$ cat config.mk
export PLATFORM = sky130hd
export DESIGN_NAME = shift_reg_universal
export DESIGN_NICKNAME = d
export VERILOG_FILES = /design/src/rtl/shift_reg_universal.sv
export SDC_FILE = /design/constraint.sdc
export NUM_CORES = 1
export LEC_CHECK = 0
export ABC_CLOCK_PERIOD_IN_PS = 1510
export CAP_MARGIN = 25
export CORE_MARGIN = 3
export CORE_UTILIZATION = 48
export DETAILED_ROUTE_END_ITERATION = 16
export PLACE_DENSITY = 0.82
export SLEW_MARGIN = 5
export SYNTH_ARGS = -nofsm -noshare
export SYNTH_HDL_FRONTEND = slang
export SYNTH_SLANG_ARGS = --single-unit
$ cat constraint.sdc
create_clock -name clk -period 1.51 [get_ports clk]
set_input_delay 0.2265 -clock clk [delete_from_list [all_inputs] [get_ports clk]]
set_output_delay 0.2265 -clock clk [all_outputs]
set_load 0.02 [all_outputs]
$ cat src/rtl/shift_reg_universal.sv
// Universal shift register: parallel load, multi-step logical shift or rotate in either
// direction, one bit per clock, with busy/done handshake.
module shift_reg_universal #(
  parameter int WIDTH   = 8,
  parameter int SHAMT_W = 4
) (
  input  logic               clk,
  input  logic               reset_n,
  input  logic               load,
  input  logic [WIDTH-1:0]   d,
  input  logic               start,
  input  logic [1:0]         mode,
  input  logic [SHAMT_W-1:0] amount,
  input  logic               serial_in,
  output logic [WIDTH-1:0]   q,
  output logic               serial_out,
  output logic               busy,
  output logic               done
);

  typedef enum logic {IDLE = 1'b0, SHIFT = 1'b1} state_t;

  localparam logic [1:0] M_SHL = 2'b00;
  localparam logic [1:0] M_SHR = 2'b01;
  localparam logic [1:0] M_ROL = 2'b10;

  state_t             state, state_nxt;
  logic [SHAMT_W-1:0] cnt;
  logic [1:0]         mode_r;
  logic               done_r;
  logic [WIDTH-1:0]   step_q;
  logic               step_so;
  logic               last_step;

  assign last_step = (cnt == SHAMT_W'(1));

  always_ff @(posedge clk or negedge reset_n) begin
    if (!reset_n) state <= IDLE;
    else          state <= state_nxt;
  end

  always_comb begin
    state_nxt = state;
    case (state)
      IDLE:    if (!load && start && amount != '0) state_nxt = SHIFT;
      SHIFT:   if (last_step) state_nxt = IDLE;
      default: state_nxt = IDLE;
    endcase
  end

  always_comb begin
    busy = (state == SHIFT);
    done = done_r;
  end

  // One 1-bit step of the latched operation; serial_in is sampled live each step.
  always_comb begin
    step_q  = q;
    step_so = serial_out;
    case (mode_r)
      M_SHL: begin
        step_q  = {q[WIDTH-2:0], serial_in};
        step_so = q[WIDTH-1];
      end
      M_SHR: begin
        step_q  = {serial_in, q[WIDTH-1:1]};
        step_so = q[0];
      end
      M_ROL: begin
        step_q  = {q[WIDTH-2:0], q[WIDTH-1]};
        step_so = q[WIDTH-1];
      end
      default: begin
        step_q  = {q[0], q[WIDTH-1:1]};
        step_so = q[0];
      end
    endcase
  end

  always_ff @(posedge clk or negedge reset_n) begin
    if (!reset_n) begin
      q          <= '0;
      serial_out <= 1'b0;
      cnt        <= '0;
      mode_r     <= M_SHL;
      done_r     <= 1'b0;
    end else begin
      done_r <= 1'b0;
      if (state == IDLE) begin
        if (load) begin
          q <= d;
        end else if (start) begin
          mode_r <= mode;
          cnt    <= amount;
          // Zero-length op completes immediately without entering SHIFT.
          if (amount == '0) done_r <= 1'b1;
        end
      end else begin
        q          <= step_q;
        serial_out <= step_so;
        cnt        <= cnt - SHAMT_W'(1);
        if (last_step) done_r <= 1'b1;
      end
    end
  end

endmodule

# Word level (Yosys, flattened, before mapping)
# Index checks and enable logic that the tools add are counted.
# W data, S select, Z words.
op_classes:
  eq_ne: 4
  muxes: 15
  addsub: 1
  n_reduce_logical: 11
  n_bitwise: 2
ops:
  columns: ["cell", "count"]
  rows:
  - ["$pmux W8 S3", 1]
  - ["$mux W8", 2]
  - ["$mux W4", 3]
  - ["$mux W1", 8]
  - ["$eq A4 B1 Y1 const B", 1]
  - ["$logic_not A4 Y1", 1]
  - ["$reduce_bool A2 Y1", 2]
  - ["$reduce_bool A4 Y1", 1]
  - ["$sub A4 B1 Y4 const B", 1]
  - ["$reduce_and A3 Y1", 1]
  - ["$eq A2 B1 Y1 const B", 1]
  - ["$eq A2 B2 Y1 const B", 1]
  - ["$logic_and A1 B1 Y1", 2]
  - ["$logic_not A2 Y1", 1]
  - ["$ne A2 B1 Y1 const B", 1]
  - ["$not A1 Y1", 2]
  - ["$pmux W1 S2", 1]
  - ["$reduce_and A2 Y1", 1]
  - ["$reduce_or A2 Y1", 1]
  - ["$logic_not A1 Y1", 1]
word_totals:
  ff_bits: 17
  out_inout_bits: 11
  wordCells: 39
  inputBits: 19

# Logic depth before layout (Yosys ltp)
depth:
  ltp_word: 5
  ltp_mapped: 5
  ltp_nobuf: 5

# Worst setup path after synthesis
# Ideal clock, no wire load.
synth_timing:
  kind: "flip-flop to flip-flop"
  from: "register state, in the netlist busy"
  to: "register mode_r[0]"
  path_stages_with_launch: 3
  t_required_ps: 1385
  n_path_buf: 0
  arrival_time_ps: 974
  path_slack_ps: 411
  period_less_slack_ps: 1099
  setup_ps: 125
  path_cell_list: "dfrtp_1 > nor2_1 > mux2_2"
synth_via:
  elab_chain_cells: 2
synth_rtl:
  columns: ["item", "line_no", "source"]
  rows:
  - ["start: declaration", "27", "state_t state, state_nxt;"]
  - ["start signal: assignment", "39", "else state <= state_nxt;"]
  - ["$not A1 Y1 (no source line)", null, null]
  - ["$reduce_and A3 Y1 (no source line)", null, null]
  - ["end signal: assignment", "93", "mode_r <= mode;"]
  - ["end: declaration", "29", "logic [1:0] mode_r;"]
# Every way passes these cells.
# A chain may end at the register's enable or synchronous reset.

# Final worst setup path
layout_timing:
  from: "register done_r, in the netlist done"
  to: "output port done"
layout_lines:
  columns: ["item", "line_no", "source"]
  rows:
  - ["start: declaration", "30", "logic done_r;"]
  - ["start signal: assignment", "86", "done_r <= 1'b0;"]
  - ["start signal: assignment", "88", "done_r <= 1'b0;"]
  - ["start signal: assignment", "96", "if (amount == '0) done_r <= 1'b1;"]
  - ["end: declaration", "18", "output logic done"]
# No word-level cell between the ends.

==> flow_summary.toml <==
[worst_setup_path]
max_stage_delay_ps = 590
path_cells = "clkdlybuf4s50_1"
critPathTopFamily = "buffers and inverters"
worst_setup_path_start_kind = "flop"
cp_data_arrival_time_ps = 1210
cp_slowest_cell = "clkdlybuf4s50_1"
endpoint_kind = "primary output"
cp_max_fo = 1
reg2reg_depth = 3
path_class = "flop to primary output"
crit_buf_inv = 1
worst-path-stages = 1
cp.required_ps = 1280

[finish]
syn2layout_area_growth_pct = 37.3
multi_input_area_um2 = 482
diodes = 0
fill_cells = 148
drive_gt1_share_pct = 10.8
final_core_util_pct = 72.3
register_area_um2 = 425
layout.nets = 142

[floorplan]
core_area_mm2 = 0.00180
pin_count = 30
floorplan.initialDensity_pct = 52.6
dieWidth_um = 50.5
rows = 15
die-area_mm2 = 0.00255
fp.dieH_um = 50.5

[clocking]
cts_buffers = 3
clock-root-buffer = "clkbuf_4"
cts_tree = "yes"
postCtsSetupRepairBufs = 0
clkTransAtPathRegs_ps = 90
clkSinkCount = 17
htreeDepth = 1
cts_buffer_depth = 2
clk_latency_ps = 280

[timing]
slew_viol_final = 0
max_freq_mhz = 696
post-route-period-util_pct = 95.2
min_period_ps = 1440
finClkSkew_ps = 2.21
worst_pin_slew_ps = 492
rsz0062_at_grt = "false"
setup_violations = 0
hold_viol = 0
slew_headroom_pct = 67.2

[grt]
grt_pass1_vias = 778
grt_usage_pct = 18.1
antenna_found_initial = 0
grt_max_degree = 18
grt-ovfl-total = 0
grt_pass1_wl_um = 3430

[synthesis]
syn_area_um2 = 948
synth_seq_cells = 17
synth_nets = 107
synth-edff-count = 0
synthDistinctLibCells = 24
syn_avg_cell_area_um2 = 11.0
synthTopCellsByArea = "dfrtp_1 45%, mux2i_1 19%, a21oi_1 4.7%"
synth_flop_cell = "dfrtp_1"
synth_warnings = 0
synth_most_common_cell = "mux2i_1"
synth_top_cell_area_share_pct = 44.9
ys_top_cells_by_count = "18 x mux2i_1, 17 x dfrtp_1, 9 x a21oi_1"
async_reset_ff_share_pct = 100
yosysTopAreaCell = "dfrtp_1"
synthCells = 86
ys_seq_area_share_pct = 44.9

[routing]
drt_pre_antenna_iters = 4
viasPerCell = 5.30
drt_iter0_drc = 3
num_vias = 769
wl_per_cell_um = 14.2
drc = 0
ant_nets = 0
routed_wl_um = 2050

[power_and_ir_drop]
p_per_area_mw_per_mm2 = 1930
leakagePower_nw = 0.585
ir_worst_vdd_uv = 1320
power_mw = 2.51

[worst_hold_path]
hold_class = "primary input to asynchronous set/reset pin"

[place]
gp_congestion = 0.725
port_buffers = 29
dp_hpwl_um = 1590

[run]
max_cap_violations = 0

[status]
status = "completed"
## worst paths after layout
kind                            startpoint          to  slack [ps]
worst max-delay path                  done        done          70
worst min-delay path               reset_n        q[6]         260
worst max register to register        busy   mode_r[1]         280
worst min register to register  serial_out  serial_out         540
max in group asynchronous          reset_n        q[2]        1060
min in group clk                serial_out  serial_out         540
## cells by family after synthesis
| kind of cell | Yosys count | synth area share, % |
|---|---|---|
| simple gates | 16 | 9.23 |
| fa+ha+maj | 2 | 2.64 |
| mux | 20 | 21.4 |
| buf+inv | 8 | 4.35 |
| xor+xnor | 2 | 1.85 |
| flops | 17 | 44.9 |
| compound gates | 21 | 15.7 |
## metal layers
metal	global-route usage [%]	vias to the layer above	routed length, um
met2	32.6	22	1050
met5	0	-	0
met4	6.73	0	10
li1	-	378	-
met1	20.3	367	849
met3	4.45	2	140
## sequential cells by signal, summed over array words and instances, names as in the netlist
register / count
q: 8
cnt: 4
mode_r: 2
busy: 1
done: 1
serial_out: 1
## power by group
group	leakage [nW]	switching [mW]	total, mW	internal (mW)
clock network	0.0150	0.131	0.233	0.103
logic	0.375	0.649	1.31	0.660
registers	0.195	0.273	0.966	0.693
## placed cells by master (no fill, tap or decap), drive strengths merged, types with 2 or more instances in the layout
cell and n:
mux2 2, dlygate4sd2 9, o211a 2, a211oi 6, nand2 2, a21oi 9, o21ai 2, nor2b 6
clkbuf 4, ha 2, mux2i 18, clkdlybuf4s50 19, buf 6, nor2 4, dfrtp 17, inv 2
## cell type report
class	instances	area share (%)
multi-input cells	61	37.0
flip-flops and latches	17	32.7
repair buffers	35	25.1
well taps	25	2.40
clock buffers	4	2.02
inverters	3	0.865
## repair_timing
| item | CTS | global route |
|---|---|---|
| hold buffers | 0 | 0 |
| pin swaps | 0 | 0 |
| setup endpoints to repair | 9 | 1 |
| gates resized for setup | 9 | 1 |
## stage by stage
| step | TNS, ps | std cells | hold WS (ps) | setup WS [ps] | instance area, um2 |
|---|---|---|---|---|---|
| after global placement | -20.2 | 141 | 520 | -20.2 | 1280 |
| final | 0 | 145 | 259 | 73.0 | 1300 |
| after CTS | 0 | 145 | 261 | 24.6 | 1300 |
| after detailed placement | -77.0 | 141 | 532 | -48.4 | 1280 |
| after global routing | 0 | 145 | 263 | 21.8 | 1300 |
| after floorplan | 0 | 86 | -69.1 | 411 | 948 |
(Power assumes the default switching activity.)
